--- config.mk ---
export PLATFORM = sky130hd
export DESIGN_NAME = seg_capture_decoder_flat
export DESIGN_NICKNAME = d
export VERILOG_FILES = /design/src/rtl/seg7_pkg.sv /design/src/rtl/seg_capture_decoder_if.sv /design/src/rtl/sync2.sv /design/src/rtl/seg_capture_decoder.sv /design/src/flat_wrapper.sv
export SDC_FILE = /design/constraint.sdc
export NUM_CORES = 1
export LEC_CHECK = 0
export BUFFER_PORTS_ARGS = -buffer_cell sky130_fd_sc_hd__buf_2
export CAP_MARGIN = 20
export CORE_MARGIN = 1
export CORE_UTILIZATION = 55
export CTS_BUF_LIST = sky130_fd_sc_hd__clkbuf_4 sky130_fd_sc_hd__clkbuf_8
export DETAILED_ROUTE_END_ITERATION = 10
export MAX_ROUTING_LAYER = met4
export PLACE_DENSITY = 0.78
export SETUP_SLACK_MARGIN = 0.05
export SLEW_MARGIN = 20
export SYNTH_ARGS = -nofsm -noshare
export SYNTH_HDL_FRONTEND = slang
export SYNTH_SLANG_ARGS = --single-unit
--- constraint.sdc ---
create_clock -name clk -period 8.2 [get_ports clk]
set_input_delay 1.23 -clock clk [delete_from_list [all_inputs] [get_ports clk]]
set_output_delay 1.23 -clock clk [all_outputs]
set_load 0.03 [all_outputs]
--- src/rtl/seg7_pkg.sv ---
// seg7_pkg: segment patterns, capture FSM states and the pattern decoder
// shared by the signed 7-segment capture path.
package seg7_pkg;
    localparam int SIGN_BIT = 7;
    // Indexed by the 4-bit two's-complement value, so index 8 is -8 and index 15 is -1.
    localparam logic [7:0] SEG_CODE [16] = '{
        8'h3F, 8'h06, 8'h5B, 8'h4F, 8'h66, 8'h6D, 8'h7D, 8'h07,
        8'hFF, 8'h87, 8'hFD, 8'hED, 8'hE6, 8'hCF, 8'hDB, 8'h86
    };
    typedef enum logic [1:0] {IDLE, SETTLE, HOLD} state_t;
    // The sign segment selects the half of the table to search; returns {err, val}.
    function automatic logic [4:0] decode(input logic [7:0] p);
        logic [3:0] v;
        decode = 5'h10;
        for (int i = 0; i < 8; i++) begin
            v = {p[SIGN_BIT], 3'(i)};
            if (p == SEG_CODE[v]) decode = {1'b0, v};
        end
    endfunction
endpackage

--- src/rtl/seg_capture_decoder_if.sv ---
// seg_capture_decoder_if: multiplexed segment/digit bus plus the decoded
// result valid/ready channel.
interface seg_capture_decoder_if #(parameter int DIGITS = 4);
    logic [7:0]        seg_n;
    logic [DIGITS-1:0] dig_n;
    logic [3:0]        out_val;
    logic [2:0]        out_dig;
    logic              out_err;
    logic              out_valid;
    logic              out_ready;
    logic              overflow;
    modport master (output seg_n, dig_n, out_ready,
                    input  out_val, out_dig, out_err, out_valid, overflow);
    modport slave  (input  seg_n, dig_n, out_ready,
                    output out_val, out_dig, out_err, out_valid, overflow);
endinterface

--- src/rtl/sync2.sv ---
// sync2: two-flop synchronizer with asynchronous active-low reset to RST_VAL.
module sync2 #(
    parameter int             W       = 8,
    parameter logic [W-1:0]   RST_VAL = '1
) (
    input  logic         clk,
    input  logic         rst_n,
    input  logic [W-1:0] d,
    output logic [W-1:0] q
);
    logic [W-1:0] m;
    always_ff @(posedge clk or negedge rst_n)
        if (!rst_n) begin
            m <= RST_VAL;
            q <= RST_VAL;
        end else begin
            m <= d;
            q <= m;
        end
endmodule

--- src/rtl/seg_capture_decoder.sv ---
// seg_capture_decoder: waits for a multiplexed digit pattern to settle, decodes
// it to a signed value and offers it through a one-deep valid/ready buffer.
module seg_capture_decoder
    import seg7_pkg::*;
#(
    parameter int DIGITS        = 4,
    parameter int STABLE_CYCLES = 8
) (
    input logic                  clk,
    input logic                  rst_n,
    seg_capture_decoder_if.slave bus
);
    logic [7:0]        seg_s;
    logic [DIGITS-1:0] dig_s;
    logic [7:0]        p;
    logic [2:0]        dig;
    logic              idle;
    logic              same;
    logic              cap;
    logic [4:0]        dec;
    state_t            state, state_nx;
    logic [7:0]        cnt, cnt_nx;
    logic [7:0]        ref_p, ref_p_nx;
    logic [2:0]        ref_dig, ref_dig_nx;
    logic [3:0]        val_q;
    logic [2:0]        dig_q;
    logic              err_q, valid_q, ovf_q;

    sync2 #(.W(8 + DIGITS)) u_sync (
        .clk   (clk),
        .rst_n (rst_n),
        .d     ({bus.seg_n, bus.dig_n}),
        .q     ({seg_s, dig_s})
    );

    assign p    = ~seg_s;
    assign idle = (p == '0) || !$onehot(~dig_s);
    assign same = (p == ref_p) && (dig == ref_dig);
    assign dec  = decode(p);

    always_comb begin
        dig = '0;
        for (int i = 0; i < DIGITS; i++)
            if (!dig_s[i]) dig = 3'(i);
    end

    // A differing non-idle sample always restarts settling, from either SETTLE or HOLD.
    always_comb begin
        state_nx   = state;
        cnt_nx     = cnt;
        ref_p_nx   = ref_p;
        ref_dig_nx = ref_dig;
        cap        = 1'b0;
        if (idle) begin
            state_nx = IDLE;
            cnt_nx   = '0;
        end else if (state == IDLE || !same) begin
            state_nx   = SETTLE;
            cnt_nx     = 8'd1;
            ref_p_nx   = p;
            ref_dig_nx = dig;
        end else if (state == SETTLE) begin
            cap      = cnt == 8'(STABLE_CYCLES - 1);
            cnt_nx   = cnt + 8'd1;
            state_nx = cap ? HOLD : SETTLE;
        end
    end

    always_ff @(posedge clk or negedge rst_n)
        if (!rst_n) begin
            state   <= IDLE;
            cnt     <= '0;
            ref_p   <= '0;
            ref_dig <= '0;
        end else begin
            state   <= state_nx;
            cnt     <= cnt_nx;
            ref_p   <= ref_p_nx;
            ref_dig <= ref_dig_nx;
        end

    // A full buffer being drained on the capture edge takes the new result instead of overflowing.
    always_ff @(posedge clk or negedge rst_n)
        if (!rst_n) begin
            val_q   <= '0;
            dig_q   <= '0;
            err_q   <= 1'b0;
            valid_q <= 1'b0;
            ovf_q   <= 1'b0;
        end else if (cap && valid_q && !bus.out_ready) begin
            ovf_q <= 1'b1;
        end else if (cap) begin
            {err_q, val_q} <= dec;
            dig_q          <= dig;
            valid_q        <= 1'b1;
        end else if (bus.out_ready) begin
            valid_q <= 1'b0;
        end

    assign bus.out_val   = val_q;
    assign bus.out_dig   = dig_q;
    assign bus.out_err   = err_q;
    assign bus.out_valid = valid_q;
    assign bus.overflow  = ovf_q;
endmodule

--- src/flat_wrapper.sv ---
// flat-port wrapper written by rule: the top's interface ports become plain ports
module seg_capture_decoder_flat import seg7_pkg::*;
#(
    parameter int DIGITS        = 4,
    parameter int STABLE_CYCLES = 8
)
  (clk, rst_n, bus_seg_n, bus_dig_n, bus_out_ready, bus_out_val, bus_out_dig, bus_out_err, bus_out_valid, bus_overflow);
  seg_capture_decoder_if #(.DIGITS(DIGITS)) bus_i ();
  input logic clk;
  input logic rst_n;
  input wire logic [$bits(bus_i.seg_n)-1:0] bus_seg_n;
  input wire logic [$bits(bus_i.dig_n)-1:0] bus_dig_n;
  input wire logic [$bits(bus_i.out_ready)-1:0] bus_out_ready;
  output wire logic [$bits(bus_i.out_val)-1:0] bus_out_val;
  output wire logic [$bits(bus_i.out_dig)-1:0] bus_out_dig;
  output wire logic [$bits(bus_i.out_err)-1:0] bus_out_err;
  output wire logic [$bits(bus_i.out_valid)-1:0] bus_out_valid;
  output wire logic [$bits(bus_i.overflow)-1:0] bus_overflow;
  assign bus_i.seg_n = bus_seg_n;
  assign bus_i.dig_n = bus_dig_n;
  assign bus_i.out_ready = bus_out_ready;
  assign bus_out_val = bus_i.out_val;
  assign bus_out_dig = bus_i.out_dig;
  assign bus_out_err = bus_i.out_err;
  assign bus_out_valid = bus_i.out_valid;
  assign bus_overflow = bus_i.overflow;
  seg_capture_decoder #(.DIGITS(DIGITS), .STABLE_CYCLES(STABLE_CYCLES)) u_core (.clk(clk), .rst_n(rst_n), .bus(bus_i));
endmodule
==> results of run 1 <==
[report_power, final]
part	internal, mW	switching [mW]
Clock	0.0699	0.0855
Sequential	0.297	0.0247
Combinational	0.0443	0.0435
Total	0.411	0.154
[placed cells by master (no fill, tap or decap), types with 2 or more instances in the layout]
cell,netlist,routed
a21oi_1,6,6
nor2_1,15,15
nand2b_1,5,5
mux2i_1,9,9
nand2_1,8,8
o21ai_0,7,7
clkbuf_8,0,6
nand4_1,4,4
ha_1,6,6
dfrtp_1,29,29
or3_1,2,2
xnor2_1,11,11
mux2_2,2,2
dfstp_2,24,24
inv_1,14,14
xor2_1,7,7
mux2_4,5,5
o31ai_1,3,3
and3_1,2,2
nor4_1,5,5
nand3_1,3,3
nor3b_1,3,3
buf_2,1,22
[flip-flops by register name, summed over array words and instances, names as in the netlist]
name	count
u_core.bus.out_dig	2
u_core.bus.out_err	1
u_core.bus.out_val	4
u_core.bus.out_valid	1
u_core.bus.overflow	1
u_core.cnt	8
u_core.ref_dig	2
u_core.ref_p	8
u_core.state	2
u_core.u_sync.m	12
u_core.u_sync.q	12
[worst max-delay path, delay by kind of cell, from the launching register on]
| kind | cells | cell delay [ns] |
|---|---|---|
| adders and majority gates | 3 | 0.92 |
| muxes | 1 | 0.35 |
| AOI/OAI and AO/OA | 1 | 0.18 |
| and+or+nand+nor | 3 | 1.03 |
| buffers and inverters | 1 | 0.05 |
| DFF | 1 | 0.58 |
[synthesized netlist by cell type (all sizes together) (2+ instances only)]
library cell	count	share of area, %
dfrtp	29	30
dfstp	24	26
nor2	15	2.3
inv	14	2.2
xnor2	11	3.9
buf	9	3.1
mux2i	9	3.7
nand2	8	1.2
o21ai	8	1.6
mux2	7	4.0
xor2	7	2.5
a21oi	6	1.2
ha	6	3.1
nand2b	5	1.3
nor4	5	1.3
nand3	4	1.0
nand4	4	1.0
clkbuf	3	0.46
nor3b	3	0.92
o31ai	3	0.92
and3	2	0.51
nor3	2	0.87
o21bai	2	0.61
or3	2	0.51
or3b	2	0.82
[final cells by class]
type | instances | area (um2) | share of cell area (%)
Tap cell | 50 | 62.6 | 2.37
Timing Repair Buffer | 23 | 118 | 4.46
Clock buffer | 6 | 82.6 | 3.13
Multi-Input combinational cell | 125 | 950 | 36.0
Sequential cell | 53 | 1360 | 51.4
Inverter | 14 | 52.6 | 1.99
Clock inverter | 2 | 15.0 | 0.570
[through the flow]
step	setup WS (ns)	power (mW)	util [%]	hold WS (ns)	cell area, um2
3_3_place_gp	5.08	0.409	61.1	0.345	2530
3_5_place_dp	5.00	0.415	61.1	0.347	2530
5_1_grt	4.81	0.597	63.6	0.365	2640
2_1_floorplan	5.20	0.392	-	0.345	2440
4_1_cts	4.98	0.573	63.5	0.361	2630
6_report	4.99	0.565	63.6	0.360	2640
[kinds of logic after synthesis]
family                     synth area share (%)
AOI/OAI and AO/OA                          6.25
xor gates and xnor gates                   6.45
adders and majority gates                  3.89
buffers and inverters                      5.74
DFF                                        55.5
muxes                                      7.68
other                                     0.154
and+or+nand+nor                            14.3
[layer usage]
metal  vias up  GRT usage (%)  share of wire (%)
met1       708           26.6                 48
met5         -              -                  0
li1        723              -                  -
met3         4           4.44                3.3
met4         0           5.47               0.59
met2        27           29.5                 48
[path summary, 6_finish.rpt]
path	depth (start not counted)	from	slack [ns]	end
max in group asynchronous	1	rst_n	6.84	u_core.ref_p[6]
min in group asynchronous	1	rst_n	0.93	u_core.ref_p[3]
worst min-delay path	0	u_core.u_sync.m[7]	0.36	u_core.u_sync.q[7]
worst min register to register	0	u_core.u_sync.m[7]	0.36	u_core.u_sync.q[7]
worst max-delay path	9	u_core.u_sync.q[3]	4.99	u_core.bus.out_err
worst max register to register	9	u_core.u_sync.q[3]	4.99	u_core.bus.out_err
==> results.json, run 1 <==
{
  "status": "finished, final reports clean",
  "worstPathRequired_ns": 8.39,
  "syn-cell-area_um2": 2440,
  "ys_ff_latch": 53,
  "h-tree-depth": 2,
  "post_drt_wl_per_cell_um": 14.2,
  "setup_viol": 0,
  "post_cts_buffers": 0,
  "end_kind": "flop",
  "grt_pass1_wl_um": 6460,
  "yosysWarnings": 0,
  "synth-seq-area-share_pct": 55.5,
  "grt_pass1_vias": 1394,
  "n_antenna_cell": 0,
  "yosysUniqueCellTypes": 46,
  "synth_edf_count": 0,
  "vias": 1462,
  "drive_above_1_share_pct": 30.0,
  "grt-ovfl-total": 0,
  "rows": 23,
  "hold_viol_final": 0,
  "critPathKind": "reg2reg",
  "grt_max_degree": 54,
  "start_util_pct": 58.9,
  "critPathMaxFanout": 6,
  "grt_use_total_pct": 19.6,
  "drc": 0,
  "antenna_left": 0,
  "synthArstFlopShare_pct": 100,
  "port_buffers": 23,
  "dp_hpwl_um": 2720,
  "cts_resized": 0,
  "nets": 244,
  "cp_slowest_cell": "dfstp_2",
  "ctsHoldBuffers": 0,
  "cts_buffer_depth": 2,
  "skew_ns": 0.00566,
  "maxSlewHeadroom_pct": 56.4,
  "max_freq_ghz": 0.312,
  "worstSetupStartpointType": "flop",
  "numCtsBuffers": 5,
  "antenna_found_initial": 0,
  "core-area_um2": 4140,
  "first_iter_violations": 82,
  "clk_pin_slew_ns": 0.10,
  "grt_setup_unrepaired": "no",
  "cp.arrival_ns": 3.40,
  "hold_path.class": "reg2reg",
  "dieArea_um2": 4710,
  "finalMaxSlewViolations": 0,
  "ir_worst_vdd_mv": 0.153,
  "area_delta_synth_final_pct": 7.94,
  "wirelength_um": 3880,
  "ioPinCount": 25,
  "path_cells": "inv_1 > ha_1 > ha_1 > fa_1 > nor2_1 > o211ai_1 > or3b_4 > or3_1 > mux2_4",
  "syn_avg_cell_area_um2": 12.0,
  "fin_crit_ns": 3.21,
  "finalSetupTns_ns": 0,
  "root_buffer": "clkbuf_8",
  "firstDrtPassIters": 4,
  "cpMostUsedCell": "ha_1",
  "fill_cells": 341,
  "period_share_pct": 39.1,
  "dpl.cell_count": 265,
  "worstMarginPinSlew_ns": 0.653,
  "routed_via_density": 5.36,
  "die_x_um": 68.6,
  "cts_tree": "yes",
  "gp_congestion": 0.765,
  "worstSkewPairLatency_ns": 0.30,
  "cellPowerDensity_nw_per_um2": 214,
  "critical-path-max-stage-delay_ns": 0.58,
  "syn_inst": 204,
  "die_h_um": 68.6,
  "leakage_nw": 1.22,
  "synthFlopType": "dfrtp_1",
  "maxCapViolations": 0,
  "cts.sinks": 53,
  "synth_nets": 226,
  "fin_cells": 273
}
(Power assumes the default switching activity.)
==> run 2, diff against run 1 <==
==> constraint.sdc (replaced) <==
create_clock -name clk -period 3 [get_ports clk]
set_input_delay 0.45 -clock clk [delete_from_list [all_inputs] [get_ports clk]]
set_output_delay 0.45 -clock clk [all_outputs]
set_load 0.03 [all_outputs]
==> run 2 against run 1 <==
Sequential power increased to 2.7 times the previous value. Sequential share of layout area is 2.3 points lower. Utilization increased by 3.0 points. Total power rose to 3.0 times the previous value. Hold slack worse by 0.14 ns. Highest routed layer unchanged.
==> results.json, run 2 (synthesis results as in run 1) <==
{
  "status": "finished, final reports clean",
  "routed_via_density": 5.58,
  "wirelength_um": 4140,
  "first_iter_violations": 61,
  "post_drt_wl_per_cell_um": 14.8,
  "grt-ovfl-total": 0,
  "critPathKind": "reg2reg",
  "cp.arrival_ns": 3.11,
  "fill_cells": 311,
  "grt_pass1_vias": 1505,
  "ir_worst_vdd_mv": 0.360,
  "period_share_pct": 96.9,
  "die_x_um": 68.6,
  "drc": 0,
  "cts_buffer_depth": 2,
  "critPathMaxFanout": 6,
  "fin_cells": 280,
  "worstPathRequired_ns": 3.20,
  "setup_viol": 0,
  "worstSetupStartpointType": "flop",
  "cts_tree": "yes",
  "leakage_nw": 1.26,
  "maxCapViolations": 0,
  "port_buffers": 23,
  "core-area_um2": 4140,
  "max_freq_ghz": 0.344,
  "drive_above_1_share_pct": 34.8,
  "worstSkewPairLatency_ns": 0.31,
  "area_delta_synth_final_pct": 13.1,
  "cellPowerDensity_nw_per_um2": 618,
  "skew_ns": 0.0143,
  "grt_use_total_pct": 20.8,
  "grt_setup_unrepaired": "yes",
  "maxSlewHeadroom_pct": 46.2,
  "top_regs": "u_core.u_sync.m: 12 flops, u_core.u_sync.q: 12 flops",
  "dpl.cell_count": 270,
  "cts.sinks": 53,
  "h-tree-depth": 2,
  "finalSetupTns_ns": 0,
  "final_cell_mix": "29 x dfrtp_1, 24 x dfstp_2, 23 x buf_2",
  "antenna_found_initial": 0,
  "dieArea_um2": 4710,
  "nets": 251,
  "rows": 23,
  "numCtsBuffers": 5,
  "firstDrtPassIters": 4,
  "antenna_left": 0,
  "dp_hpwl_um": 2870,
  "start_util_pct": 58.9,
  "worstMarginPinSlew_ns": 0.808,
  "final_common_cell": "dfrtp_1",
  "gp_congestion": 0.785,
  "grt_max_degree": 37,
  "final_util_pct": 66.6,
  "die_h_um": 68.6,
  "vias": 1562,
  "root_buffer": "clkbuf_8",
  "hold_path.class": "in2async",
  "hold_viol_final": 0,
  "n_antenna_cell": 0,
  "ioPinCount": 25,
  "end_kind": "flop",
  "grt_pass1_wl_um": 6830,
  "clk_pin_slew_ns": 0.10,
  "fin_crit_ns": 2.91,
  "finalMaxSlewViolations": 0
}
## run 2: cell types whose count changed in the layout (fill, tap and decap cells not counted), sizes merged
cell    change
buf         +7
bufinv      +2
inv         -2
clkbuf      -1
clkinv      +1
## run 2: per-layer routing
layer	vias to the layer above	share of wire (%)	GRT usage [%]
met5	-	0	-
met2	51	47	32.4
met4	0	1.8	7.81
li1	741	-	-
met1	761	47	26.1
met3	9	4.4	5.26
## run 2: per-stage QoR
step	power, mW	setup slack (ns)	hold slack, ns	instance area, um2
4_1_cts	1.71	0.0836	0.228	2720
3_5_place_dp	1.15	-0.0482	0.347	2580
5_1_grt	1.80	-0.0162	0.216	2760
2_1_floorplan	1.07	0.0527	0.154	2460
6_report	1.71	0.0932	0.223	2760
3_3_place_gp	1.13	0.0215	0.346	2580
## run 2: final cells by class
cell class                      instances  area, um2  share of cell area, %
Timing Repair Buffer                   30        168                   6.07
Inverter                               14       52.6                   1.90
Tap cell                               50       62.6                   2.27
Multi-Input combinational cell        125        988                   35.8
Sequential cell                        53       1360                   49.1
Clock buffer                            5       68.8                   2.49
Clock inverter                          3       65.1                   2.36
## run 2: final timing paths
path | start | end | slack, ns | cells after the start
max | u_core.u_sync.q[0] | u_core.bus.out_val[0] | 0.09 | 9
min | rst_n | u_core.bus.out_val[0] | 0.22 | 1
max reg2reg | u_core.u_sync.q[0] | u_core.bus.out_val[0] | 0.09 | 9
min reg2reg | u_core.u_sync.m[4] | u_core.u_sync.q[4] | 0.35 | 0
max in group asynchronous | rst_n | u_core.u_sync.q[3] | 1.97 | 2
min in group clk | bus_seg_n[5] | u_core.u_sync.m[9] | 0.24 | 1
## run 2: power breakdown
group / leakage [nW] / internal [mW] / switching, mW
logic: 0.575 / 0.138 / 0.130
registers: 0.621 / 0.812 / 0.0669
clock network: 0.0681 / 0.331 / 0.229
total: 1.26 / 1.28 / 0.425
## run 2: critical path: stages, from the launching register on
cell      delay, ns
dfstp_2        0.53
inv_2          0.04
ha_4           0.24
ha_4           0.15
fa_1           0.44
nor2_1         0.11
o211ai_1       0.13
or3b_4         0.42
or3_4          0.43
mux2_4         0.31
## run 2: timing repair
item,4_1_cts,5_1_grt
resized for setup,1,4
setup buffers,0,2
pin swaps,1,5
endpoints found under the setup margin,5,6
hold buffers,0,0
==> run 3, diff against run 2 <==
--- a/config.mk
+++ b/config.mk
@@ -7,13 +7,14 @@
 export LEC_CHECK = 0
 export BUFFER_PORTS_ARGS = -buffer_cell sky130_fd_sc_hd__buf_2
 export CAP_MARGIN = 20
+export CORE_ASPECT_RATIO = 1.1
 export CORE_MARGIN = 1
 export CORE_UTILIZATION = 55
 export CTS_BUF_LIST = sky130_fd_sc_hd__clkbuf_4 sky130_fd_sc_hd__clkbuf_8
 export DETAILED_ROUTE_END_ITERATION = 10
 export MAX_ROUTING_LAYER = met4
 export PLACE_DENSITY = 0.78
-export SETUP_SLACK_MARGIN = 0.05
+export REMOVE_ABC_BUFFERS = 1
 export SLEW_MARGIN = 20
 export SYNTH_ARGS = -nofsm -noshare
 export SYNTH_HDL_FRONTEND = slang
==> run 3 against run 2 <==
Design area shrank 1.5%. Sequential share of layout area is 0.77 points higher. Via count is 3.1% lower. Utilization shrank 3.2 points. Final cell count increased by 1.4%. Die area hardly changed. Global-route usage is 0.11 points higher. Critical path depth did not move. Largest power group unchanged.
==> results.json, run 3 (synthesis results as in run 1) <==
{
  "top_regs": "u_core.u_sync.m: 12 flops, u_core.u_sync.q: 12 flops",
  "wl_met3_um": 155,
  "cp_slowest_cell": "dfstp_2",
  "grt_max_degree": 38,
  "die_x_um": 65.5,
  "die_h_um": 71.9,
  "core-area_um2": 4290,
  "routed_via_density": 5.33,
  "worstMarginPinSlew_ns": 0.819,
  "numCtsBuffers": 5,
  "ctsHoldBuffers": 0,
  "switching_power_uw": 416,
  "finalWorstSetupSlack_ns": 0.112,
  "cts_buffer_depth": 2,
  "hold_path.class": "in2async",
  "start_util_pct": 57.0,
  "rows": 25,
  "clk_pin_slew_ns": 0.09,
  "swShare_pct": 26.8,
  "dp_hpwl_um": 2890,
  "ir_worst_vdd_mv": 0.429,
  "wirelength_um": 4000,
  "path_cells": "inv_1 > ha_4 > ha_2 > fa_1 > nor2_1 > o211ai_1 > or3b_4 > or3_4 > mux2_4",
  "finalSetupTns_ns": 0,
  "power_frac_comb_pct": 16.8,
  "seq_power_share_pct": 56.7,
  "period_share_pct": 96.3,
  "worstSkewPairLatency_ns": 0.31,
  "critPathKind": "reg2reg",
  "grt_pass1_vias": 1562,
  "final_common_cell": "dfrtp_1",
  "critPathMaxFanout": 6,
  "cts.sinks": 53,
  "gp_congestion": 0.895,
  "final_cell_mix": "29 x dfrtp_1, 24 x dfstp_2, 23 x buf_2",
  "root_buffer": "clkbuf_8",
  "end_kind": "flop",
  "maxSlewHeadroom_pct": 45.4,
  "dieArea_um2": 4710,
  "post_drt_wl_per_cell_um": 14.1,
  "critical-path-max-stage-delay_ns": 0.54,
  "post_cts_buffers": 0,
  "maxCapViolations": 0,
  "cp.arrival_ns": 3.09,
  "drt-met1-wl_um": 1850,
  "hold_viol_final": 0,
  "n_antenna_cell": 0,
  "highest_layer": "met4",
  "cellPowerDensity_nw_per_um2": 569,
  "drive_above_1_share_pct": 34.3,
  "first_iter_violations": 69,
  "p_int_mw": 1.13,
  "firstDrtPassIters": 4,
  "setup_viol": 0,
  "antenna_left": 0,
  "drc": 0,
  "port_buffers": 23,
  "status": "finished, final reports clean",
  "finalMaxSlewViolations": 0,
  "nets": 251,
  "total_power_mw": 1.55,
  "fill_cells": 332,
  "h-tree-depth": 2,
  "grt-ovfl-total": 0,
  "met2_length_um": 1880,
  "r2r-start": "u_core.u_sync.q[2]",
  "ioPinCount": 25,
  "worstPathRequired_ns": 3.20,
  "skew_ns": 0.00913,
  "grt_setup_unrepaired": "no",
  "fin_crit_ns": 2.89,
  "crit_start": "u_core.u_sync.q[2]",
  "worstSetupStartpointType": "flop",
  "area_delta_synth_final_pct": 11.3,
  "antenna_found_initial": 0,
  "leakage_nw": 1.25,
  "grt_pass1_wl_um": 7030,
  "max_freq_ghz": 0.346,
  "clkPwrFrac_pct": 26.5,
  "pre_cts_ws_ns": -0.0807,
  "cts_tree": "yes",
  "grt_use_total_pct": 20.9,
  "vias": 1513
}
==> run 3: cell type report <==
| class | instances | area [um2] | area share [%] |
|---|---|---|---|
| Multi-Input combinational cell | 125 | 978 | 36.0 |
| Clock buffer | 6 | 82.6 | 3.04 |
| Sequential cell | 53 | 1360 | 49.9 |
| Tap cell | 54 | 67.6 | 2.49 |
| Timing Repair Buffer | 30 | 168 | 6.17 |
| Clock inverter | 2 | 13.8 | 0.506 |
| Inverter | 14 | 52.6 | 1.93 |
==> run 3: power by group through the flow <==
stage | clock (mW) | combinational [mW] | sequential [mW]
floorplan | 0 | 0.185 | 0.875
global placement | 0 | 0.247 | 0.882
detailed placement | 0 | 0.257 | 0.890
CTS | 0.431 | 0.260 | 0.877
global route | 0.455 | 0.304 | 0.892
finish | 0.411 | 0.260 | 0.877
==> run 3: timing repair <==
item / in CTS / in global routing
pin swaps: 0 / 8
setup endpoints to repair: 5 / 6
resized for setup: 1 / 5
==> run 3: final timing paths <==
check / slack, ns / cells after the start / to
min in group clk: 0.24 / 1 / u_core.u_sync.m[8]
setup reg to reg: 0.11 / 9 / u_core.bus.out_err
hold / removal: 0.23 / 1 / u_core.bus.out_val[2]
hold reg to reg: 0.36 / 0 / u_core.u_sync.q[9]
max in group asynchronous: 1.99 / 2 / u_core.u_sync.q[10]
setup / recovery: 0.11 / 9 / u_core.bus.out_err
==> run 3: worst max-delay path, delay by kind of cell (launching register included) <==
kind,cells,cell delay (ns)
compound gates,1,0.12
fa+ha+maj,3,0.82
buf+inv,1,0.07
flops,1,0.54
mux,1,0.31
simple gates,3,0.92
==> run 3: routing by layer <==
| metal | GRT usage (%) | up-vias |
|---|---|---|
| met5 | - | - |
| met4 | 11.1 | 0 |
| met3 | 5.50 | 10 |
| met2 | 30.2 | 40 |
| met1 | 26.9 | 724 |
| li1 | - | 739 |
==> run 3: stage by stage <==
step                util [%]  instances  hold slack, ns  area [um2]
global placement        60.4        276           0.345        2590
detailed placement      60.4        276           0.347        2590
finish                  63.4        284           0.233        2720
floorplan                  -        192           0.154        2350
CTS                     62.8        284           0.223        2690
global route            63.4        284           0.217        2720
